--- src/rtl/accel_host_loader.sv ---
// Host command front end: streams host words into imem/dmem, starts the core, waits for halt, streams dmem back.
// Latency: load writes in the accept cycle; readback is 2 cycles per byte minimum; in_ready is dropped in RUN/READ states.
module accel_host_loader #(
    parameter int IMEM_DEPTH = 16,
    parameter int DMEM_DEPTH = 32,
    parameter int DATA_W     = 8,
    parameter int INSTR_W    = 32,
    localparam int IA_W      = $clog2(IMEM_DEPTH),
    localparam int DA_W      = $clog2(DMEM_DEPTH)
) (
    input  logic               clk,
    input  logic               rst_n,
    input  logic               in_valid,
    output logic               in_ready,
    input  logic [INSTR_W-1:0] in_data,
    output logic               out_valid,
    input  logic               out_ready,
    output logic [DATA_W-1:0]  out_data,
    output logic               imem_we,
    output logic [IA_W-1:0]    imem_addr,
    output logic [INSTR_W-1:0] imem_wdata,
    output logic               dmem_we,
    output logic               dmem_re,
    output logic [DA_W-1:0]    dmem_addr,
    output logic [DATA_W-1:0]  dmem_wdata,
    input  logic [DATA_W-1:0]  dmem_rdata,
    output logic               core_start,
    input  logic               core_halted,
    output logic               busy,
    output logic               run_done
);

    typedef enum logic [2:0] {
        S_IDLE, S_LOAD, S_RUN_PULSE, S_RUN_WAIT, S_READ_REQ, S_READ_OUT
    } state_t;

    typedef enum logic [1:0] {
        CMD_LOAD_I = 2'b00,
        CMD_LOAD_D = 2'b01,
        CMD_RUN    = 2'b10,
        CMD_READ   = 2'b11
    } cmd_t;

    state_t state, state_nxt;
    logic              armed;
    logic [DA_W-1:0]   cur;
    logic [5:0]        rem;
    logic              sel_dmem;
    logic [DATA_W-1:0] hold;
    logic              hold_vld;
    logic              hdr_acc, step;

    cmd_t              hdr_cmd;
    logic [DA_W-1:0]   hdr_base;
    logic [5:0]        hdr_cnt;

    assign hdr_cmd  = cmd_t'(in_data[31:30]);
    assign hdr_base = in_data[16 +: DA_W];
    assign hdr_cnt  = in_data[13:8];

    always_ff @(posedge clk or negedge rst_n) begin
        if (!rst_n) state <= S_IDLE;
        else        state <= state_nxt;
    end

    always_comb begin
        state_nxt  = state;
        in_ready   = 1'b0;
        imem_we    = 1'b0;
        dmem_we    = 1'b0;
        dmem_re    = 1'b0;
        core_start = 1'b0;
        run_done   = 1'b0;
        out_valid  = 1'b0;
        hdr_acc    = 1'b0;
        step       = 1'b0;
        case (state)
            S_IDLE: begin
                // armed keeps in_ready low until the first edge after reset release
                in_ready = armed;
                if (in_valid && armed) begin
                    hdr_acc = 1'b1;
                    case (hdr_cmd)
                        CMD_LOAD_I, CMD_LOAD_D: if (hdr_cnt != 6'd0) state_nxt = S_LOAD;
                        CMD_RUN:                state_nxt = S_RUN_PULSE;
                        CMD_READ:               if (hdr_cnt != 6'd0) state_nxt = S_READ_REQ;
                        default:                state_nxt = S_IDLE;
                    endcase
                end
            end
            S_LOAD: begin
                in_ready = 1'b1;
                if (in_valid) begin
                    step = 1'b1;
                    if (sel_dmem) dmem_we = 1'b1;
                    else          imem_we = 1'b1;
                    if (rem == 6'd1) state_nxt = S_IDLE;
                end
            end
            S_RUN_PULSE: begin
                core_start = 1'b1;
                state_nxt  = S_RUN_WAIT;
            end
            S_RUN_WAIT: begin
                if (core_halted) begin
                    run_done  = 1'b1;
                    state_nxt = S_IDLE;
                end
            end
            S_READ_REQ: begin
                dmem_re   = 1'b1;
                state_nxt = S_READ_OUT;
            end
            S_READ_OUT: begin
                out_valid = 1'b1;
                if (out_ready) begin
                    step      = 1'b1;
                    state_nxt = (rem == 6'd1) ? S_IDLE : S_READ_REQ;
                end
            end
            default: state_nxt = S_IDLE;
        endcase
    end

    always_ff @(posedge clk or negedge rst_n) begin
        if (!rst_n) begin
            armed    <= 1'b0;
            cur      <= '0;
            rem      <= '0;
            sel_dmem <= 1'b0;
            hold     <= '0;
            hold_vld <= 1'b0;
        end else begin
            armed <= 1'b1;
            if (hdr_acc) begin
                cur      <= hdr_base;
                rem      <= hdr_cnt;
                sel_dmem <= (hdr_cmd == CMD_LOAD_D);
            end else if (step) begin
                cur <= cur + 1'b1;
                rem <= rem - 1'b1;
            end
            // First READ_OUT cycle forwards dmem_rdata directly; later cycles replay the captured byte
            if (state == S_READ_REQ) begin
                hold_vld <= 1'b0;
            end else if (state == S_READ_OUT && !hold_vld) begin
                hold     <= dmem_rdata;
                hold_vld <= 1'b1;
            end
        end
    end

    assign imem_addr  = cur[IA_W-1:0];
    assign dmem_addr  = cur;
    assign imem_wdata = imem_we ? in_data : '0;
    assign dmem_wdata = dmem_we ? in_data[DATA_W-1:0] : '0;
    assign out_data   = out_valid ? (hold_vld ? hold : dmem_rdata) : '0;
    assign busy       = (state != S_IDLE);

endmodule
--- config.mk ---
export PLATFORM = sky130hd
export DESIGN_NAME = accel_host_loader
export DESIGN_NICKNAME = d
export VERILOG_FILES = /design/src/rtl/accel_host_loader.sv
export SDC_FILE = /design/constraint.sdc
export NUM_CORES = 1
export LEC_CHECK = 0
export CAP_MARGIN = 20
export CORE_UTILIZATION = 32
export CTS_BUF_LIST = sky130_fd_sc_hd__clkbuf_8
export DETAILED_ROUTE_END_ITERATION = 8
export DONT_BUFFER_PORTS = 1
export GPL_ROUTABILITY_DRIVEN = 0
export PLACE_DENSITY = 0.57
export SLEW_MARGIN = 15
export SYNTH_ARGS = -nofsm -noshare
export SYNTH_HDL_FRONTEND = slang
export SYNTH_SLANG_ARGS = --single-unit
export TNS_END_PERCENT = 1
--- constraint.sdc ---
create_clock -name clk -period 1.8 [get_ports clk]
set_clock_uncertainty 0.1 [all_clocks]
set_input_delay 0.18 -clock clk [delete_from_list [all_inputs] [get_ports clk]]
set_output_delay 0.18 -clock clk [all_outputs]
set_load 0.005 [all_outputs]
---- Yosys cells after proc, flatten, opt, wreduce, memory -nomap -nowiden ----
Cells that the tools add are included.
cells by class
  $add $sub $neg .......................... 2
  equal/unequal tests ..................... 16
  muxes and demuxes ....................... 37
  bitwise gates (word level) .............. 1
  reduce and logical (&&, ||, !) cells .... 12
operators with widths
  cell                                                 count
  two-way mux 32 bit                                   1
  two-way mux 3 bit                                    8
  two-way mux 8 bit                                    3
  one-hot mux 3 bit (6 select lines)                   1
  two-way mux 1 bit                                    17
  two-way mux 6 bit                                    2
  two-way mux 5 bit                                    2
  inequality test 2 bit, second input constant         5
  one-hot mux 3 bit (3 select lines)                   1
  AND reduction 7 bit                                  1
  equality test 3 x 2 -> 1 bit, second input constant  2
  equality test 3 bit, second input constant           2
  equality test 6 x 1 -> 1 bit, second input constant  1
  inequality test 3 bit, second input constant         2
  nonzero test 6 bit                                   1
  subtractor 6 x 1 -> 6 bit, second input constant     1
  adder 5 x 1 -> 5 bit, second input constant          1
  equality test 2 bit, second input constant           2
  one-hot mux 1 bit (2 select lines)                   2
  nonzero test 2 bit                                   2
  equality test 3 x 1 -> 1 bit, second input constant  1
  logical NOT 3 bit                                    1
  nonzero test 3 bit                                   1
  equality test 2 x 1 -> 1 bit, second input constant  1
  other kinds (6)                                      7
word-level totals
  flip-flop bits (word level) ............. 25
  input port bits ......................... 45
  output and inout port bits .............. 65
  logic and storage cells ................. 75

---- Logic depth before layout (Yosys ltp) ----
Gate-level depths: netlist of run 1.
  depth after elaboration ................. 5
  gate-level depth with buffers ........... 7
  gate-level depth less buffers ........... 5

---- Least setup slack after synthesis of run 1 ----
No wires, ideal clock.
  kind .................................... register to register
  start point ............................. register state[2]
  end point ............................... register cur[1] (netlist: dmem_addr[1])
  library setup time ...................... 0.125 ns
  arrival ................................. 1.434 ns
  data required time ...................... 1.575 ns
  slack ................................... 0.141 ns
  stages on the path, launching flop included .. 6
  buffers on the path ..................... 2
  period minus slack after synthesis ...... 1.659 ns
  path through ............................ dfrtp_1 -> clkbuf_2 -> mux2_2 -> buf_4 -> nor2_8 -> mux2_2
on the way
  longest elaborated chain between the ends .. 3
  elaborated cells on any way between the ends .. 7
  classes of those cells .................. 2 x eq/ne; 3 x mux; 2 x reduce/logical
ends and longest elaborated chain
  element                                                                         RTL line  RTL
  start: declaration                                                              44        state_t state, state_nxt;
  start signal: assignment                                                        63        else state <= state_nxt;
  equality test 3 bit (tied with other cells)                                     77        case (state)
  one-hot mux 1 bit (2 select lines) / two-way mux 1 bit (equally long branches)  77
  nonzero test 2 bit (no line) / two-way mux 5 bit (equally long branches)        n/a
  end signal: assignment                                                          136       cur <= hdr_base;
  end signal: assignment                                                          140       cur <= cur + 1'b1;
  end: declaration                                                                46        logic [DA_W-1:0] cur;
Parallel ways exist; a longest one is shown, timed or not.
A chain may end at the register's enable or synchronous reset.

---- Worst setup path in the final report of run 1 ----
  start point ............................. register state[2]
  end point ............................... register rem[0]
on the way
  longest elaborated chain between the ends .. 3
  elaborated cells on any way between the ends .. 7
  classes of those cells .................. 2 x eq/ne; 3 x mux; 2 x reduce/logical
ends and longest elaborated chain
  element                                                                         RTL line  RTL
  equality test 3 bit (tied with other cells)                                     77
  one-hot mux 1 bit (2 select lines) / two-way mux 1 bit (equally long branches)  77
  nonzero test 2 bit (no line) / two-way mux 6 bit (equally long branches)        n/a
  end signal: assignment                                                          137       rem <= hdr_cnt;
  end signal: assignment                                                          141       rem <= rem - 1'b1;
  end: declaration                                                                47        logic [5:0] rem;
Parallel ways exist; a longest one is shown, timed or not.

==> results of run 1 <==
-- worst max-delay path: stages, from the launching register on --
cell and delay [ns]:
dfrtp_1 0.43, buf_4 0.16, mux2_4 0.38, or4_4 0.49
o211ai_1 0.10
-- flip-flops by register name, summed over array words and instances (netlist names) --
| name | flops |
|---|---|
| hold_vld | 1 |
| dmem_addr | 5 |
| sel_dmem | 1 |
| rem | 6 |
| hold | 8 |
| armed | 1 |
| state | 3 |
-- path summary, 6_finish.rpt --
check | endpoint | depth (start not counted) | from
max reg2reg | rem[0]$_DFFE_PN0P_ | 4 | state[2]$_DFFE_PN0P_
max | rem[0]$_DFFE_PN0P_ | 4 | state[2]$_DFFE_PN0P_
min in group asynchronous | dmem_addr[3]$_DFFE_PN0P_ | 2 | rst_n
min reg2reg | hold[2]$_DFFE_PN0P_ | 1 | hold[2]$_DFFE_PN0P_
min | rem[3]$_DFFE_PN0P_ | 2 | in_data[11]
max in group asynchronous | state[0]$_DFFE_PN0P_ | 2 | rst_n
-- cells by family after synthesis --
group           synth area share
mux                       0.1476
simple gates              0.3007
other cells             0.002011
fa+ha+maj                0.02014
flops                     0.3356
buf+inv                  0.06846
compound gates            0.1255
-- cell type report --
cell class	instances	area share
multi-input cells	161	0.5153
flip-flops and latches	25	0.2735
repair buffers	33	0.1425
well taps	72	0.03930
clock buffers	3	0.01801
inverters	6	0.009825
clock inverters	1	0.001638
-- metal layers --
layer | vias to the layer above | GRT usage | routed length [um]
met1 | 785 | 0.1793 | 2037
met5 | - | 0 | 0
met4 | 0 | 0.03333 | 27
li1 | 758 | - | -
met3 | 2 | 0.03605 | 304
met2 | 79 | 0.3368 | 2814
-- through the flow --
stage	setup slack, ns	hold slack, ns	util	TNS (ns)	cell area (um^2)
CTS	0.006918	0.01897	0.3953	0	2203
floorplan	0.1411	-0.2156	-	0	1864
finish	0.05770	0.02527	0.4112	0	2292
global route	-0.001991	0.03124	0.4112	-0.001991	2292
global placement	0.09537	-0.2152	0.3556	0	1982
detailed placement	0.06304	-0.2150	0.3556	0	1982
-- power groups by stage --
stage / logic [mW] / registers (mW) / clock network (mW)
after floorplan: 0.579 / 0.903 / 0
after global placement: 0.612 / 0.965 / 0
after detailed placement: 0.626 / 0.967 / 0
after CTS: 0.666 / 0.961 / 0.352
after global routing: 0.787 / 1.00 / 0.371
final: 0.701 / 0.965 / 0.335
-- repair_timing --
item,CTS,global route
endpoints found under the hold margin,37,0
setup endpoints to repair,39,43
gates resized for setup,4,19
buffers inserted,2,0
hold buffers,14,0
pin swaps,1,1
gates cloned,0,1
-- cell usage in the layout, fill, tap and decap left out, types with 7 or more instances in the layout --
| cell | synthesis | final |
|---|---|---|
| mux2_2 | 12 | 11 |
| nor2_1 | 18 | 8 |
| nand2_1 | 13 | 13 |
| inv_1 | 6 | 7 |
| dfrtp_1 | 25 | 24 |
| buf_4 | 8 | 16 |
| dlygate4sd3_1 | 0 | 13 |
| and2_1 | 40 | 39 |
| mux2i_1 | 14 | 14 |
==> metrics.csv, run 1 <==
stage,metric,value,unit
global_route,grt ovf,0,
setup_path,reg2reg setup slack,0.06,ns
place,Inst Count DP,280,
routing,1st-pass router iterations,4,
routing,post-route ant nets,0,
clocking,H-tree levels,1,
cells_and_area,share of post-route cells with drive strength above 1,0.2445,
die,die area,6135,um^2
clocking,worst skew pair latency,0.27,ns
place,IO Port Bufs,0,
power_and_ir_drop,clock group share of total power,0.167,
power_and_ir_drop,peak supply drop,0.0005105,V
yosys,"count leader, synth",and2_1,
routing,Total Wirelength,5184,um
yosys,Synth area leader,dfrtp_1,
power_and_ir_drop,switching pwr,718.6,uW
die,row cnt,27,
power_and_ir_drop,P_int,1.282,mW
setup_path,Setup crit end kind,flip-flop,
sta,unrepaired setup endpoints after global routing,yes,
power_and_ir_drop,Final Power,2.001,mW
sta,final setup fails,0,
yosys,area share of the largest cell type after synthesis,0.3356,
yosys,Synth Instances,209,
worst_hold_path,hold crit path type,in -> reg,
global_route,number of global-route vias before repair,1548,
setup_path,Critical Path RT,1.89,ns
global_route,largest net degree at the start of global routing,33,
yosys,Mapped Nets,257,
yosys,synthesized flop and latch total,25,
power_and_ir_drop,Net Sw Frac,0.3591,
cells_and_area,post-route insts no fill,301,
yosys,fraction of registers with async set/reset,1.000,
die,Core Area,5574,um^2
sta,Pins Over Slew Limit,0,
die,Initial Util,0.3345,
cells_and_area,area grow syn2layout,22.95,%
setup_path,Worst EP arrival,1.83,ns
die,chip height,78.33,um
clocking,CTS tree,done,
sta,fmax,0.5740,GHz
yosys,sequential fraction of the synthesis area,0.3356,
power_and_ir_drop,Leak,1.018,nW
clocking,Clock Tree Root,clkbuf_8,
cells_and_area,fin nets,278,
yosys,Synth Area per Inst,8.920,um^2
routing,initial DRC count,48,
setup_path,CP startpoint kind,flip-flop,
power_and_ir_drop,Logic pwr share,0.350,
yosys,Syn Std Cell Area,1864,um^2
routing,via count,1624,
sta,final hold vios,0,
outcome,status,"finished, final reports clean",
die,Chip Width,78.33,um
global_route,first-pass GRT wire length,7872,um
cells_and_area,final antenna diode count,0,
global_route,global-route usage over all layers,0.1689,
setup_path,crit-path max FO,12,
yosys,top post-synthesis cells by area,"dfrtp_1, and2_1, mux2i_1",
yosys,Syn. warnings,0,
cells_and_area,filler cell count,571,
yosys,Post-synth top cells,"and2_1, dfrtp_1, nor2_1",
routing,DR vias/cell,5.395,
clocking,maximum clock insertion buffer count,2,
routing,WL/cell,17.22,um
global_route,initial antenna violation count,0,
die,I/O pin total,110,
clocking,CTS Sinks,25,
clocking,Num CTS Buffers,3,
job,max cap viols,0,
clocking,clock slew at reported path FFs,0.09,ns
yosys,top_reg_cell synth,dfrtp_1,
cells_and_area,FF/Latch Area,626.9,um^2
yosys,"EDFF count, synth",0,
power_and_ir_drop,sequential power share,0.482,
power_and_ir_drop,Power Density,873.0,nW/um^2
cells_and_area,Multi-input gate area,1181,um^2
place,Post-DP HPWL,3924,um
sta,Tmin final,1.742,ns
sta,Final period util,0.9679,
setup_path,crit path kind,reg -> reg,
yosys,distinct cell type count after synthesis,40,
routing,DRC viols,0,
No activity file was read; power rests on OpenSTA's default activity.
==> inputs of run 2 (changes only) <==
CORE_UTILIZATION = 40   (was 32)
PLACE_DENSITY = 0.65   (was 0.57)
==> run 2 against run 1 <==
Net effect:
- the run now ends with hold timing left
- register-to-register slack better by 0.02 ns
- combinational power down 1%
- non-clock buffer count down 1
- utilization up 9.0 points
- global-route usage up 1.7 points
- highest routed layer unchanged
==> metrics.csv, run 2 (synthesized netlist as in run 1, its figures left out) <==
stage,metric,value,unit
outcome,status,"complete, but fails checks",
outcome,failing checks,hold timing,
setup_path,Worst EP arrival,1.47,ns
worst_hold_path,hold path endpoint,state[0]$_DFFE_PN0P_,
routing,DR vias/cell,5.732,
die,Core Area,4414,um^2
global_route,largest net degree at the start of global routing,26,
sta,final setup fails,0,
routing,max layer used,met4,
setup_path,crit-path max FO,11,
clocking,maximum clock insertion buffer count,2,
clocking,Num CTS Buffers,3,
clocking,H-tree levels,1,
cells_and_area,area grow syn2layout,18.79,%
setup_path,Setup crit end kind,output pin,
die,chip height,70.27,um
cells_and_area,Finished Cell Area,2215,um^2
routing,1st-pass router iterations,4,
routing,post-route ant nets,0,
clocking,worst skew pair latency,0.27,ns
routing,WL/cell,16.69,um
setup_path,r2r startpoint,state[2]$_DFFE_PN0P_,
clocking,CTS Sinks,25,
die,I/O pin total,110,
sta,Post-Route Setup TNS,0,ns
die,Chip Width,70.27,um
worst_hold_path,hold crit path type,in -> reg,
routing,Total Wirelength,4673,um
sta,Hold Slack,-0.002929,ns
setup_path,R2R cell count,3,
setup_path,Crit Reg-Reg Endpoint,rem[0]$_DFFE_PN0P_,
routing,via count,1605,
die,die area,4938,um^2
place,IO Port Bufs,0,
sta,Tmin final,1.752,ns
routing,initial DRC count,48,
power_and_ir_drop,Final Power,1.989,mW
cells_and_area,max reg flops,8,
die,Initial Util,0.4223,
routing,met2 wire length,2437,um
place,Inst Count DP,261,
clocking,Clock Tree Root,clkbuf_8,
place,Area after DPL,1954,um^2
power_and_ir_drop,Leak,0.9979,nW
sta,final hold vios,1,
cells_and_area,final antenna diode count,0,
cells_and_area,"commonest non-fill, non-tap cell in the layout",and2_1,
global_route,number of global-route vias before repair,1493,
routing,DRC viols,0,
sta,fmax,0.5708,GHz
sta,Final period util,0.9733,
cells_and_area,fin nets,277,
cells_and_area,most frequent cells in the layout,"and2_1, dfrtp_1, buf_4, mux2i_1, nand2_1",
setup_path,reg2reg setup slack,0.08,ns
setup_path,Critical Path RT,1.52,ns
global_route,global-route usage over all layers,0.1857,
global_route,initial antenna violation count,0,
place,Post-DP HPWL,3474,um
die,row cnt,24,
cells_and_area,post-route insts no fill,280,
power_and_ir_drop,Power Density,898.1,nW/um^2
worst_hold_path,worst hold path depth,3,
place,Place WS,0.06604,ns
global_route,first-pass GRT wire length,7231,um
sta,Pins Over Slew Limit,0,
global_route,grt ovf,0,
worst_hold_path,HP Start,core_halted,
sta,PnR worst setup slack,0.04803,ns
setup_path,CP startpoint kind,flip-flop,
sta,unrepaired setup endpoints after global routing,yes,
clocking,clock slew at reported path FFs,0.09,ns
cells_and_area,share of post-route cells with drive strength above 1,0.2456,
power_and_ir_drop,peak supply drop,0.0005406,V
cells_and_area,Biggest register,hold,
cells_and_area,Layout Utilization,0.5017,
clocking,CTS tree,done,
job,max cap viols,0,
routing,met3 routed WL,284,um
setup_path,crit path kind,reg -> out,
routing,wl on met1,1878,um
## run 2: cell types whose count changed in the layout (fill, tap and decap cells not counted), sizes merged
cell and delta:
clkbuf -1, buf +1, clkinv +1, dlygate4sd3 -1, inv -1
## run 2: cell type report
| cell class | instances | area (um^2) |
|---|---|---|
| clock inverters | 1 | 5.005 |
| flip-flops and latches | 25 | 628.1 |
| clock buffers | 3 | 41.29 |
| well taps | 52 | 65.06 |
| fillers | 396 | 2200 |
| repair buffers | 32 | 294.0 |
| multi-input cells | 161 | 1159 |
| inverters | 6 | 22.52 |
## run 2: how the worst max path moves through the flow
stage	slack, ns	from	end	depth (start not counted)
3_5_place_dp	0.07	state[0]$_DFFE_PN0P_	rem[0]$_DFFE_PN0P_	4
5_1_grt	-0.04	state[2]$_DFFE_PN0P_	imem_wdata[9]	5
2_1_floorplan	0.14	state[2]$_DFFE_PN0P_	dmem_addr[1]$_DFFE_PN0P_	5
6_report	0.05	state[2]$_DFFE_PN0P_	imem_wdata[5]	5
4_1_cts	-0.006	state[1]$_DFFE_PN0P_	out_data[2]	4
3_3_place_gp	0.11	state[1]$_DFFE_PN0P_	hold[7]$_DFFE_PN0P_	4
## run 2: timing repair
action / 4_1_cts / 5_1_grt
hold buffers: 13 / 0
cloned: 0 / 1
setup buffers: 1 / 0
hold endpoints to repair: 36 / 0
setup endpoints to repair: 32 / 45
resized for setup: 5 / 16
## run 2: worst max-delay path: stages, from the launching register on
cell     delay (ns)
dfrtp_2        0.47
nor2_4         0.13
nand3_2        0.13
nor2_4         0.15
buf_4          0.17
and2_1         0.15
## run 2: power breakdown
part | internal, mW | total (mW) | leakage [nW] | switching, mW
clock | 0.155 | 0.344 | 0.0255 | 0.189
sequential | 0.751 | 0.954 | 0.291 | 0.203
combinational | 0.370 | 0.691 | 0.681 | 0.321
total | 1.28 | 1.99 | 0.998 | 0.713
## run 2: routing by layer
layer,GRT usage,vias to the layer above
li1,-,764
met1,0.2310,752
met2,0.3238,83
met3,0.02597,6
met4,0.06889,0
met5,0,-
